## src/rtl/ov7670_frame_capture.sv

```systemverilog
// OV7670 RGB565 frame grabber: assembles byte pairs into RGB888 pixels and
// writes one armed frame row-major into frame memory, flagging done or error.
module ov7670_frame_capture #(
    parameter int pIM_WIDTH   = 640,
    parameter int pIM_HEIGHT  = 480,
    parameter int pOUT_DATA_W = 24,
    localparam int lpADDR_W   = $clog2(pIM_WIDTH*pIM_HEIGHT)
) (
    input  logic                   iclk,
    input  logic                   irst,
    input  logic                   ivsync,
    input  logic                   ihref,
    input  logic [7:0]             idata,
    input  logic                   istart_capture,
    output logic [pOUT_DATA_W-1:0] odata_wr,
    output logic [lpADDR_W-1:0]    oaddr_wr,
    output logic                   omem_wr_en,
    output logic                   obusy,
    output logic                   oframe_done,
    output logic                   oframe_err
);
    localparam int lpCOL_W = $clog2(pIM_WIDTH + 1);
    localparam int lpROW_W = $clog2(pIM_HEIGHT + 1);
    localparam logic [lpCOL_W-1:0] lpCOL_MAX = lpCOL_W'(pIM_WIDTH);
    localparam logic [lpROW_W-1:0] lpROW_MAX = lpROW_W'(pIM_HEIGHT);

    typedef enum logic [1:0] {S_IDLE, S_ARM, S_CAPTURE, S_CHECK} state_t;
    state_t r_state, w_state_nxt;

    logic                   r_vs_s0, r_hr_s0, r_vs_d, r_hr_d;
    logic [7:0]             r_d_s0, r_byte_a;
    logic                   r_phase, r_short;
    logic [lpCOL_W-1:0]     r_col;
    logic [lpROW_W-1:0]     r_row;
    logic [lpADDR_W-1:0]    r_addr;
    logic [pOUT_DATA_W-1:0] r_pix;
    logic                   r_pix_vld;

    logic       w_vs_fall, w_vs_rise, w_hr_fall;
    logic [4:0] w_r5, w_b5;
    logic [5:0] w_g6;
    logic [23:0] w_rgb;

    assign w_vs_fall = !r_vs_s0 && r_vs_d;
    assign w_vs_rise = r_vs_s0 && !r_vs_d;
    assign w_hr_fall = !r_hr_s0 && r_hr_d;

    // Byte A is latched earlier; byte B is the current stage0 byte.
    assign w_r5  = r_byte_a[7:3];
    assign w_g6  = {r_byte_a[2:0], r_d_s0[7:5]};
    assign w_b5  = r_d_s0[4:0];
    assign w_rgb = {w_r5, w_r5[4:2], w_g6, w_g6[5:4], w_b5, w_b5[4:2]};

    always_ff @(posedge iclk or negedge irst) begin
        if (!irst) r_state <= S_IDLE;
        else       r_state <= w_state_nxt;
    end

    always_comb begin
        w_state_nxt = r_state;
        case (r_state)
            S_IDLE:    if (istart_capture) w_state_nxt = S_ARM;
            S_ARM:     if (w_vs_fall)      w_state_nxt = S_CAPTURE;
            S_CAPTURE: if (w_vs_rise)      w_state_nxt = S_CHECK;
            S_CHECK:                       w_state_nxt = S_IDLE;
            default:                       w_state_nxt = S_IDLE;
        endcase
    end

    always_ff @(posedge iclk or negedge irst) begin
        if (!irst) begin
            r_vs_s0     <= 1'b0;
            r_hr_s0     <= 1'b0;
            r_d_s0      <= '0;
            r_vs_d      <= 1'b0;
            r_hr_d      <= 1'b0;
            r_byte_a    <= '0;
            r_phase     <= 1'b0;
            r_short     <= 1'b0;
            r_col       <= '0;
            r_row       <= '0;
            r_addr      <= '0;
            r_pix       <= '0;
            r_pix_vld   <= 1'b0;
            odata_wr    <= '0;
            oaddr_wr    <= '0;
            omem_wr_en  <= 1'b0;
            obusy       <= 1'b0;
            oframe_done <= 1'b0;
            oframe_err  <= 1'b0;
        end else begin
            r_vs_s0 <= ivsync;
            r_hr_s0 <= ihref;
            r_d_s0  <= idata;
            r_vs_d  <= r_vs_s0;
            r_hr_d  <= r_hr_s0;

            obusy       <= (w_state_nxt != S_IDLE);
            oframe_done <= (r_state == S_CHECK) && (r_row == lpROW_MAX) && !r_short;
            oframe_err  <= (r_state == S_CHECK) && !((r_row == lpROW_MAX) && !r_short);

            // Write stage drains independently of the FSM so a pixel in flight
            // at the VSYNC rise still lands before CHECK.
            r_pix_vld  <= 1'b0;
            omem_wr_en <= r_pix_vld;
            if (r_pix_vld) begin
                odata_wr <= r_pix;
                oaddr_wr <= r_addr;
                r_addr   <= r_addr + 1'b1;
            end

            case (r_state)
                S_ARM: begin
                    r_row   <= '0;
                    r_col   <= '0;
                    r_phase <= 1'b0;
                    r_short <= 1'b0;
                    r_addr  <= '0;
                end
                S_CAPTURE: begin
                    if (r_hr_s0) begin
                        r_phase <= ~r_phase;
                        if (!r_phase) begin
                            r_byte_a <= r_d_s0;
                        end else begin
                            r_pix     <= pOUT_DATA_W'(w_rgb);
                            r_pix_vld <= (r_col < lpCOL_MAX) && (r_row < lpROW_MAX);
                            if (r_col != lpCOL_MAX) r_col <= r_col + 1'b1;
                        end
                    end else if (w_hr_fall) begin
                        r_phase <= 1'b0;
                        r_col   <= '0;
                        if (r_col == lpCOL_MAX) begin
                            if (r_row != lpROW_MAX) r_row <= r_row + 1'b1;
                        end else begin
                            r_short <= 1'b1;
                        end
                    end
                end
                default: ;
            endcase
        end
    end
endmodule
```

## config.mk

```make
export PLATFORM = sky130hd
export DESIGN_NAME = ov7670_frame_capture
export DESIGN_NICKNAME = d
export VERILOG_FILES = /design/src/rtl/ov7670_frame_capture.sv
export SDC_FILE = /design/constraint.sdc
export NUM_CORES = 1
export LEC_CHECK = 0
export ABC_AREA = 1
export CAP_MARGIN = 40
export CORE_MARGIN = 1.5
export CORE_UTILIZATION = 61
export CTS_CLUSTER_SIZE = 20
export DETAILED_ROUTE_END_ITERATION = 6
export HOLD_SLACK_MARGIN = 0.02
export PLACE_DENSITY = 0.85
export SYNTH_ARGS = -nofsm -noshare
export SYNTH_HDL_FRONTEND = slang
export SYNTH_SLANG_ARGS = --single-unit
```

## constraint.sdc

```tcl
create_clock -name iclk -period 3 [get_ports iclk]
set_input_delay 0.3 -clock iclk [delete_from_list [all_inputs] [get_ports iclk]]
set_output_delay 0.3 -clock iclk [all_outputs]
set_load 0.05 [all_outputs]
```

Word level (Yosys, flattened, before mapping)
Index checks and enable logic that the tools add are counted.

cells by class
  add/subtract/negate cells = 3
  magnitude comparators = 2
  equality and inequality tests = 15
  muxes and demuxes = 26
  bitwise logic cells = 1
  reductions and logical operators = 23

operator list
  cell                                                              number
  10-bit two-way mux                                                4
  19-bit two-way mux                                                2
  9-bit two-way mux                                                 4
  10-bit case mux with 2 select lines                               1
  19-bit by 1-bit adder with 19-bit output (second input constant)  1
  9-bit case mux with 2 select lines                                1
  10-bit by 1-bit adder with 10-bit output (second input constant)  1
  10-bit == test (second input constant)                            1
  10-bit less-than comparator (second input constant)               1
  10-bit != test (second input constant)                            1
  2-bit != test (second input constant)                             5
  9-bit by 1-bit adder with 9-bit output (second input constant)    1
  9-bit == test (second input constant)                             1
  9-bit less-than comparator (second input constant)                1
  3-bit != test (second input constant)                             3
  9-bit != test (second input constant)                             1
  1-bit logical AND                                                 8
  1-bit two-way mux                                                 8
  2-bit case mux with 4 select lines                                1
  4-bit AND reduction                                               2
  2-bit two-way mux                                                 3
  3-bit AND reduction                                               2
  2-bit nonzero test                                                3
  1-bit logical NOT                                                 5
  other kinds (7)                                                   9

storage, ports and cells
  flip-flop bits (word level) = 134
  logic and storage cells = 90

Depth between registers and ports, before layout
Gate-level depths: netlist of the first run.

  depth after elaboration = 6
  gate-level depth with buffers = 11
  gate-level depth less buffers = 9

Worst setup path after synthesis of the first run
OpenSTA, ideal clock, no wires.

  path kind = reg-to-reg
  start = register r_state[0]
  end = register r_col[6]
  setup time = 0.118 ns
  arrival time = 1.437 ns
  data required time = 2.882 ns
  path slack = 1.444 ns
  stages on the path, launching flop included = 12
  path buffers = 2
  clock period less this slack = 1.556 ns
  cells stage by stage = dfrtp_1 > inv_1 > ha_1 > buf_6 > inv_2 > nand2_1 > a21oi_2 > nor2_4 > nand2_4 > buf_6 > nand2_1 > o21ai_2

between the ends
  longest elaborated chain between the ends = 3
  elaborated cells on any way between the ends = 8
  those cells by class = eq/ne: 5; mux: 1; reduce/logical: 2

ends and longest elaborated chain
  item                                                                              RTL line  source
  from (decl)                                                                       28        state_t r_state, w_state_nxt;
  from (signal assigned)                                                            56        else r_state <= w_state_nxt;
  2-bit == test / 2-bit by 1-bit == test with 1-bit output (equally long branches)  112       case (r_state)
  3-bit != test (no line) / 2-bit nonzero test (equally long branches)              --
  4-bit AND reduction (no line)                                                     --
  to (signal assigned)                                                              128       if (r_col != lpCOL_MAX) r_col <= r_col + 1'b1;
  to (decl)                                                                         33        logic [lpCOL_W-1:0] r_col;

Several ways; a longest one is shown, not always the timed one.
A chain may end at the register's enable or synchronous reset.

==> reports/qor.csv, run 1 <==
metric,value,unit
status,completed,
min Tclk post-route,2.07,ns
Max rail drop VDD,0.549,mV
Cell Rows,34,
Final Cell Area,6560,µm²
IO Pins,60,
Synth cell types,39,
TritonCTS clock tree,built,
warnings from Yosys,0,
Syn Std Cell Area,5400,µm²
fillcell total,576,
Max-slew headroom,0.533,
"Avg Cell Area, Syn",8.68,µm²
post-CTS sizing,0,
kind of critical path,flop to primary output,
unrepaired setup endpoints after global routing,false,
cell class contributing the biggest share of worst-path delay,buffers and inverters,
"Clk Latency, worst-skew pair",0.51,ns
crit-path max FO,3,
post-synthesis mux area share,0,
synthesized-area fraction occupied by and/or/nand/nor cells,0.272,
total track usage,0.269,
most numerous cell in the Yosys netlist,nand2_1,
"Slowest-stage cell, CP",clkdlybuf4s50_1,
DR vias,4374,
final core area utilization,0.759,
Synth top area share,0.547,
root buffer cell,clkbuf_8,
"Primary FF master, synth",dfrtp_1,
XOR/XNOR Fraction of Synth Area,0.00325,
drt wl/cell,14.9,µm
hold_buf cts,1,
Clock Skew,0.00631,ns
# diodes,0,
port bufs,59,
Worst-Margin Slew,0.699,ns
combinational share of power,0.270,
die footprint,9420,µm²
Final Wtd Congestion,0.910,
Sw Share,0.348,
power share of the clock group,0.360,
"EDFF count, synth",0,
H-tree depth,4,
CTS Buffer Depth,2,
Synth Register Bits,118,
clock sink count,118,
Pint,0.00355,W
Fin Setup TNS,0,ns
post-synthesis compound-gate area fraction,0.0793,
"critical path, cell by cell",clkdlybuf4s50_1,
drt first-iter violations,329,
Final Hold Fails,0,
Switching Power,0.00190,W
Final setup viols,0,
Post-DP Area,5970,µm²
first-pass GRT wire length,20.1,mm
area delta synth->final,21.5,%
FMAX,484,MHz
vias in the first global route,4293,
drt pass-1 iters,7,
initial antenna violation count,0,
area share of fa/ha/maj cells after synthesis,0.0209,
cell taking the most area after synthesis,dfrtp_1,
main combinational cell family by area after synthesis,simple AND/OR/NAND/NOR gates,
leak pwr,3.27,nW
final worst-path cycle share,0.689,
TritonCTS Buffers,17,
worst hold path type,primary input to flop,
Post-CTS Setup Bufs,0,
CP Capture Type,primary output,
post-route antenna net violation count,0,
Layout Nets,700,
"Seq/Total Area, Yosys",0.547,
DRC Markers,0,
Critical Path Source Type,flop,
pin count of the biggest net entering global routing,73,
crit path DAT,1.77,ns
Worst Path Buf+Inv,1,
Gate Count Post-Synth,622,
CP peak stage delay,0.85,ns
dpl hpwl,7.53,mm
die width,97.1,µm
Initial Util,0.625,
Core ar.,8640,µm²
Synth area leaders,"dfrtp_1 55%, nand2_1 15%, inv_1 3.7%",
"Slew Viols, Final",0,
total of max-cap violations,0,
Async SR Flop Fraction,1.00,
Vias/cell,5.48,
GRT overflow,0,
Die Ht,97.1,µm
Synth top cells by count,"219 x nand2_1, 118 x dfrtp_1, 53 x inv_1",
WP data required,2.70,ns
final wirelength,11.9,mm
P per Cell Area,831,nW/µm²
fraction of layout cells with a size suffix above 1,0.100,
Flop pwr share,0.370,
"Net Count, Synth",644,
clk slew on worst S/H paths,0.06,ns
## logic make-up (layout without fill, tap and decap cells)
kind of cell,after synthesis,after routing
AND/OR/NAND/NOR,333,333
XOR/XNOR,2,2
buffers and inverters,87,155
flip-flops,118,118
AO/OA/AOI/OAI,73,73
adder cells (fa/ha/maj),9,9
## final timing paths
path / from / to / cells after the start / slack, ns
worst max-delay path: odata_wr[6] / odata_wr[1] / 1 / 0.93
worst min-delay path: idata[2] / r_d_s0[2] / 1 / 0.22
worst max register to register: r_state[0] / r_col[7] / 9 / 1.03
worst min register to register: r_vs_s0 / r_vs_d / 0 / 0.38
max in group asynchronous: irst / r_col[0] / 3 / 1.88
min in group asynchronous: irst / oaddr_wr[17] / 2 / 0.34
## through the flow
stage	power (W)	setup WS, ns	hold slack (ns)	std cells
after detailed placement	0.00348	1.05	0.348	766
after CTS	0.00546	0.929	0.213	798
after global placement	0.00343	1.14	0.342	766
final	0.00545	0.934	0.222	798
after floorplan	0.00315	1.44	0.00441	622
after global routing	0.00570	0.873	0.215	798
## power by group through the flow
stage | registers [W] | logic, W | clock network [W]
4_1_cts | 0.00201 | 0.00148 | 0.00197
5_1_grt | 0.00205 | 0.00160 | 0.00205
2_1_floorplan | 0.00227 | 0.000877 | 0
3_5_place_dp | 0.00203 | 0.00145 | 0
3_3_place_gp | 0.00201 | 0.00142 | 0
6_report | 0.00201 | 0.00147 | 0.00196
## layout make-up
cell class / count / area [µm²] / area share
Sequential cell: 118 / 2950 / 0.450
Multi-Input combinational cell: 417 / 2030 / 0.309
Timing Repair Buffer: 63 / 633 / 0.0965
Clock buffer: 18 / 418 / 0.0637
Inverter: 61 / 233 / 0.0355
Clock inverter: 13 / 158 / 0.0240
Tap cell: 108 / 135 / 0.0206
## sequential cells by signal, indices dropped and copies added (netlist names)
register,count
odata_wr,16
r_vs_s0,1
obusy,1
r_state,2
oframe_done,1
r_pix_vld,1
r_d_s0,8
r_byte_a,8
r_hr_s0,1
r_hr_d,1
r_pix,16
oframe_err,1
r_vs_d,1
r_addr,19
r_phase,1
r_row,9
omem_wr_en,1
r_short,1
oaddr_wr,19
r_col,10
## placed cells by master (no fill, tap or decap), types with 2 or more instances in the layout
cell and count:
a21oi_1 15, buf_4 3, bufinv_16 3, clkbuf_16 16, clkdlybuf4s50_1 58, clkinv_2 5, clkinvlp_4 4, dfrtp_1 118
ha_1 9, inv_1 53, inv_2 6, nand2_1 219, nand2_4 5, nand3_1 31, nand4_1 12, nor2_1 45
nor2_2 2, nor2_4 3, nor3_1 5, nor3_2 2, nor3b_1 3, o21ai_0 33, o21ai_1 6, o21ai_2 10
o21bai_1 3, or2_1 2
## per-layer routing
| metal | global-route usage | vias up | routed length (µm) |
|---|---|---|---|
| li1 | - | 2076 | - |
| met1 | 0.338 | 2092 | 4820 |
| met2 | 0.444 | 169 | 5970 |
| met3 | 0.0655 | 37 | 692 |
| met4 | 0.123 | 0 | 381 |
| met5 | 0 | - | 0 |
Note: power is estimated with default switching activity, not from simulation.
==> inputs of run 2 (changes only) <==
--- a/config.mk
+++ b/config.mk
@@ -8,11 +8,11 @@
 export ABC_AREA = 1
 export CAP_MARGIN = 40
 export CORE_MARGIN = 1.5
-export CORE_UTILIZATION = 61
+export CORE_UTILIZATION = 51
 export CTS_CLUSTER_SIZE = 20
 export DETAILED_ROUTE_END_ITERATION = 6
 export HOLD_SLACK_MARGIN = 0.02
-export PLACE_DENSITY = 0.85
+export PLACE_DENSITY = 0.76
 export SYNTH_ARGS = -nofsm -noshare
 export SYNTH_HDL_FRONTEND = slang
 export SYNTH_SLANG_ARGS = --single-unit
==> constraint.sdc (replaced) <==
create_clock -name iclk -period 1.7 [get_ports iclk]
set_input_delay 0.17 -clock iclk [delete_from_list [all_inputs] [get_ports iclk]]
set_output_delay 0.17 -clock iclk [all_outputs]
set_load 0.05 [all_outputs]
==> run 2 against run 1 <==
Compared with the run above: total power rose by 76%; first-iteration DRC count is 27% lower; hold slack got worse by 0.12 ns; largest power group unchanged; clock-buffer cell count grew 2; utilization fell by 11 points; highest routed layer unchanged; clock power up 74%; sequential cell count unchanged; sequential share of layout area down 1.0 points; register-to-register slack worse by 0.90 ns; sequential power grew 76%.
==> reports/qor.csv, run 2 (synthesis results as in run 1) <==
metric,value,unit,change
HP Start,idata[4],,
Die Ht,106,µm,+9.1%
Pwr Total,0.00958,W,+76%
Final Wtd Congestion,0.864,,-5.0%
Core ar.,10300,µm²,+19%
clk slew on worst S/H paths,0.06,ns,about the same
Vias/cell,5.16,,-5.8%
first-pass GRT wire length,19.7,mm,-2.2%
cell class contributing the biggest share of worst-path delay,buffers and inverters,,
"Slew Viols, Final",0,,unchanged
Layout Nets,717,,+2.4%
Flop pwr share,0.369,,about the same
GRT overflow,0,,unchanged
Switching Power,0.00330,W,+74%
DR vias,4348,,-0.59%
TritonCTS Buffers,17,,unchanged
Cell Rows,37,,+8.8%
Worst R2R Start,r_addr[0],,
post-route antenna net violation count,0,,unchanged
port bufs,59,,unchanged
WP data required,1.53,ns,-1.17 ns
Sw Share,0.345,,-0.00322
final wirelength,11.2,mm,-5.5%
Pint,0.00628,W,+77%
CP Capture Type,primary output,,
final worst-path cycle share,0.934,,
clock sink count,118,,unchanged
Largest regs,"oaddr_wr: 19 flops, r_addr: 19 flops",,
P per Cell Area,1430,nW/µm²,+72%
Final Hold Fails,0,,unchanged
unrepaired setup endpoints after global routing,false,,
leak pwr,3.58,nW,+9.5%
"critical path, cell by cell",dlygate4sd2_1,,
die width,106,µm,+9.1%
min Tclk post-route,1.59,ns,
# diodes,0,,unchanged
root buffer cell,clkbuf_8,,
FMAX,630,MHz,
Final setup viols,0,,unchanged
dpl hpwl,7.75,mm,+2.9%
drt pass-1 iters,4,,-3
DRC Markers,0,,unchanged
worst hold path type,primary input to flop,,
crit-path max FO,2,,-1
total track usage,0.222,,-0.0472
total of max-cap violations,0,,unchanged
drt wl/cell,13.3,µm,-10%
status,completed,,
Initial Util,0.525,,-0.0998
pin count of the biggest net entering global routing,37,,-49%
fraction of layout cells with a size suffix above 1,0.130,,+0.0303
H-tree depth,4,,unchanged
drt first-iter violations,240,,-27%
CP peak stage delay,0.54,ns,-0.31 ns
power share of the clock group,0.357,,-0.003
Critical Path Source Type,flop,,
Clock Skew,0.00669,ns,+0.000387 ns
crit path DAT,1.42,ns,-0.35 ns
vias in the first global route,4362,,+1.6%
"Clk Latency, worst-skew pair",0.51,ns,about the same
Finished Layout Cells,842,,+5.5%
die footprint,11200,µm²,+19%
Fin Setup TNS,0,ns,unchanged
Hold WS,0.0996,ns,-0.123 ns
initial antenna violation count,0,,unchanged
area delta synth->final,24.4,%,
kind of critical path,flop to primary output,,
"Slowest-stage cell, CP",dlygate4sd2_1,,
IO Pins,60,,unchanged
Max-slew headroom,0.655,,+0.122
most frequent cells in the layout,"219 x nand2_1, 118 x dfrtp_1, 53 x inv_1",,
Worst-Margin Slew,0.517,ns,-0.182 ns
Cells after DPL,810,,+5.7%
"commonest non-fill, non-tap cell in the layout",nand2_1,,
Max rail drop VDD,0.742,mV,+35%
combinational share of power,0.273,,+0.003
Worst Path Buf+Inv,1,,unchanged
TritonCTS clock tree,built,,
CTS Buffer Depth,2,,unchanged
final core area utilization,0.653,,-0.106
Critical path origin,odata_wr[12],,
## run 2: cell types whose count changed in the layout (fill, tap and decap cells not counted), sizes merged
cell and change:
clkinvlp -3, clkdlybuf4s50 -47, buf +21, inv -1, dlygate4sd2 +43, clkbuf +2
clkinv +1
## run 2: worst paths after layout
kind	slack, ns	end	cells after the start
min in group asynchronous	0.18	oaddr_wr[5]	2
setup / recovery	0.11	odata_wr[12]	1
setup reg to reg	0.13	r_addr[14]	6
hold reg to reg	0.38	r_vs_d	0
max in group asynchronous	0.97	odata_wr[20]	3
hold / removal	0.1	r_d_s0[4]	1
## run 2: final cells by class
type / count / area, µm²
clock buffer: 20 / 435
clock inverter: 10 / 131
fill: 831 / 3560
inverter: 61 / 233
multi-input combinational: 417 / 2060
sequential: 118 / 2950
tap: 136 / 170
timing repair buffer: 80 / 734
## run 2: per-stage QoR
step	setup slack [ns]	area [µm²]
after floorplan	0.144	5400
after global placement	0.130	6150
after detailed placement	0.0391	6150
after CTS	0.00401	6680
after global routing	0.000687	6710
final	0.111	6710
## run 2: repair_timing
item | in CTS | in global routing
hold buffers | 1 | 0
resized for setup | 43 | 6
setup buffers | 0 | 1
pin swaps | 0 | 2
hold endpoints to repair | 108 | 0
endpoints found under the setup margin | 43 | 30
gates cloned | 0 | 0
## run 2: power groups by stage
stage | Combinational, W | Sequential (W) | Clock [W]
after floorplan | 0.00155 | 0.00400 | 0
after global placement | 0.00263 | 0.00356 | 0
after detailed placement | 0.00271 | 0.00357 | 0
after CTS | 0.00263 | 0.00353 | 0.00347
after global routing | 0.00286 | 0.00359 | 0.00362
final | 0.00262 | 0.00354 | 0.00342
## run 2: layer usage
metal | vias up | global-route usage | wire (µm)
met5 | - | 0 | 0
li1 | 2120 | - | -
met3 | 20 | 0.0668 | 457
met2 | 116 | 0.356 | 5550
met1 | 2092 | 0.280 | 5020
met4 | 0 | 0.0917 | 202
==> inputs of run 3 (changes only) <==
--- a/config.mk
+++ b/config.mk
@@ -7,7 +7,6 @@
 export LEC_CHECK = 0
 export ABC_AREA = 1
 export CAP_MARGIN = 40
-export CORE_MARGIN = 1.5
 export CORE_UTILIZATION = 51
 export CTS_CLUSTER_SIZE = 20
 export DETAILED_ROUTE_END_ITERATION = 6
==> run 3 against run 2 <==
Compared with the run above: clock-buffer cell count is 1 lower; via count fell by 1.6%; clock skew shrank 0.00070 ns; sequential share of layout area grew 0.17 points; critical path depth did not move; routed wire length decreased by 1.1%; first-iteration DRC count up 11%; maximum frequency shrank 1.3%; final area shrank 0.39%; register-to-register slack barely moved; die area is 1.9% lower; largest power group unchanged; highest routed layer unchanged.
==> reports/qor.csv, run 3 (synthesis results as in run 1) <==
metric,value,unit,change
final worst-path cycle share,0.946,,+0.0120
Critical Path Source Type,flop,,
GRT overflow,0,,unchanged
Clock Skew,0.00599,ns,-0.000700 ns
die width,105,µm,-0.94%
clock sink count,118,,unchanged
Vias/cell,5.10,,-1.3%
FMAX,622,MHz,-1.3%
cell class contributing the biggest share of worst-path delay,buffers and inverters,,
Global Route met3 Usage,0.0649,,-0.00191
M2 GR Usage,0.374,,+0.0180
Worst-Margin Slew,0.722,ns,+0.205 ns
Largest regs,"oaddr_wr: 19 flops, r_addr: 19 flops",,
drt first-iter violations,266,,+11%
Layout Nets,712,,-0.70%
Worst Path Buf+Inv,1,,unchanged
P per Cell Area,1440,nW/µm²,+1.0%
"commonest non-fill, non-tap cell in the layout",nand2_1,,
status,completed,,
DRC Markers,0,,unchanged
Die Ht,105,µm,-0.94%
TritonCTS Buffers,17,,unchanged
Crit path depth,1,,unchanged
busiest grt layer,met2,,
Fin Setup TNS,0,ns,unchanged
crit-path max FO,3,,+1
drt pass-1 iters,4,,unchanged
die footprint,11000,µm²,-1.9%
CP peak stage delay,0.54,ns,about the same
# diodes,0,,unchanged
Worst R2R Start,r_state[0],,
area delta synth->final,23.9,%,
Critical path origin,odata_wr[22],,
met1 Usage GRT,0.269,,-0.0114
Final Hold Fails,0,,unchanged
worst hold path type,primary input to flop,,
crit path DAT,1.44,ns,+0.02 ns
vias in the first global route,4224,,-3.2%
WP data required,1.53,ns,about the same
Hold EP,r_d_s0[5],,
Hold WS,0.0817,ns,-0.0180 ns
final wirelength,11.1,mm,-1.1%
CP Capture Type,primary output,,
Max rail drop VDD,0.617,mV,-17%
FF-to-FF path depth,7,,+1
root buffer cell,clkbuf_8,,
total track usage,0.222,,-0.000324
setup ws final,0.0910,ns,-0.0205 ns
Max-slew headroom,0.518,,-0.137
kind of critical path,flop to primary output,,
fillcell total,835,,+0.48%
IO Pins,60,,unchanged
leak pwr,3.55,nW,-0.89%
Pwr Total,0.00964,W,+0.60%
"Slowest-stage cell, CP",dlygate4sd2_1,,
pin count of the biggest net entering global routing,46,,+24%
initial antenna violation count,0,,unchanged
DR vias,4278,,-1.6%
Worst Hold Depth,1,,unchanged
H-tree depth,4,,unchanged
flop2flop setup slack,0.13,ns,about the same
min Tclk post-route,1.61,ns,+0.0205 ns
TritonCTS clock tree,built,,
"worst slack, placed",0.0424,ns,+0.00335 ns
port bufs,59,,unchanged
most frequent cells in the layout,"219 x nand2_1, 118 x dfrtp_1, 52 x inv_1",,
Final setup viols,0,,unchanged
"Clk Latency, worst-skew pair",0.52,ns,about the same
Initial Util,0.525,,unchanged
fraction of layout cells with a size suffix above 1,0.128,,-0.00229
RR Endpoint,r_byte_a[4],,
"critical path, cell by cell",dlygate4sd2_1,,
Core ar.,10300,µm²,unchanged
HP Start,idata[5],,
Cell Rows,37,,unchanged
Final Cell Area,6690,µm²,-0.39%
post-route antenna net violation count,0,,unchanged
clk slew on worst S/H paths,0.06,ns,about the same
first-pass GRT wire length,19.2,mm,-2.4%
"Slew Viols, Final",0,,unchanged
drt wl/cell,13.2,µm,-0.79%
Post-DP Area,6100,µm²,-0.85%
CTS Buffer Depth,2,,unchanged
total of max-cap violations,0,,unchanged
dpl hpwl,7.51,mm,-3.0%
Final Wtd Congestion,0.808,,-6.6%
==> run 3: area by class of cell <==
| class | count | area, µm² | share of cell area |
|---|---|---|---|
| clock buffer | 19 | 432 | 0.0646 |
| multi-input combinational | 418 | 2060 | 0.309 |
| clock inverter | 13 | 156 | 0.0234 |
| timing repair buffer | 74 | 679 | 0.102 |
| sequential | 118 | 2950 | 0.442 |
| tap | 136 | 170 | 0.0254 |
| inverter | 61 | 233 | 0.0348 |
==> run 3: metrics by stage <==
stage,instances,utilization
after floorplan,622,-
after global placement,804,0.594
after detailed placement,804,0.594
after CTS,837,0.647
after global routing,839,0.651
final,839,0.651
==> run 3: worst max path at each step <==
| stage | endpoint | slack (ns) |
|---|---|---|
| finish | odata_wr[22] | 0.09 |
| detailed placement | r_row[3] | 0.04 |
| CTS | r_byte_a[4] | 0.002 |
| global route | r_row[3] | -0.01 |
| global placement | r_row[8] | 0.12 |
| floorplan | r_col[6] | 0.14 |
==> run 3: per-layer routing <==
metal | vias to the layer above | share of wire
met5 | - | 0
met4 | 0 | 0.020
met3 | 24 | 0.036
met2 | 100 | 0.50
met1 | 2041 | 0.44
li1 | 2113 | -
==> run 3: where the power goes <==
part | total, W | internal [W] | switching, W
Combinational | 0.00260 | 0.000745 | 0.00186
Clock | 0.00351 | 0.00226 | 0.00125
Sequential | 0.00353 | 0.00325 | 0.000274
==> run 3: timing repair <==
| item | CTS | global route |
|---|---|---|
| hold buffers | 1 | 0 |
| pin swaps | 0 | 3 |
| setup buffers | 0 | 1 |
| endpoints found under the setup margin | 46 | 28 |
| gates cloned | 0 | 1 |
| hold endpoints to repair | 118 | 0 |
| gates resized for setup | 46 | 7 |
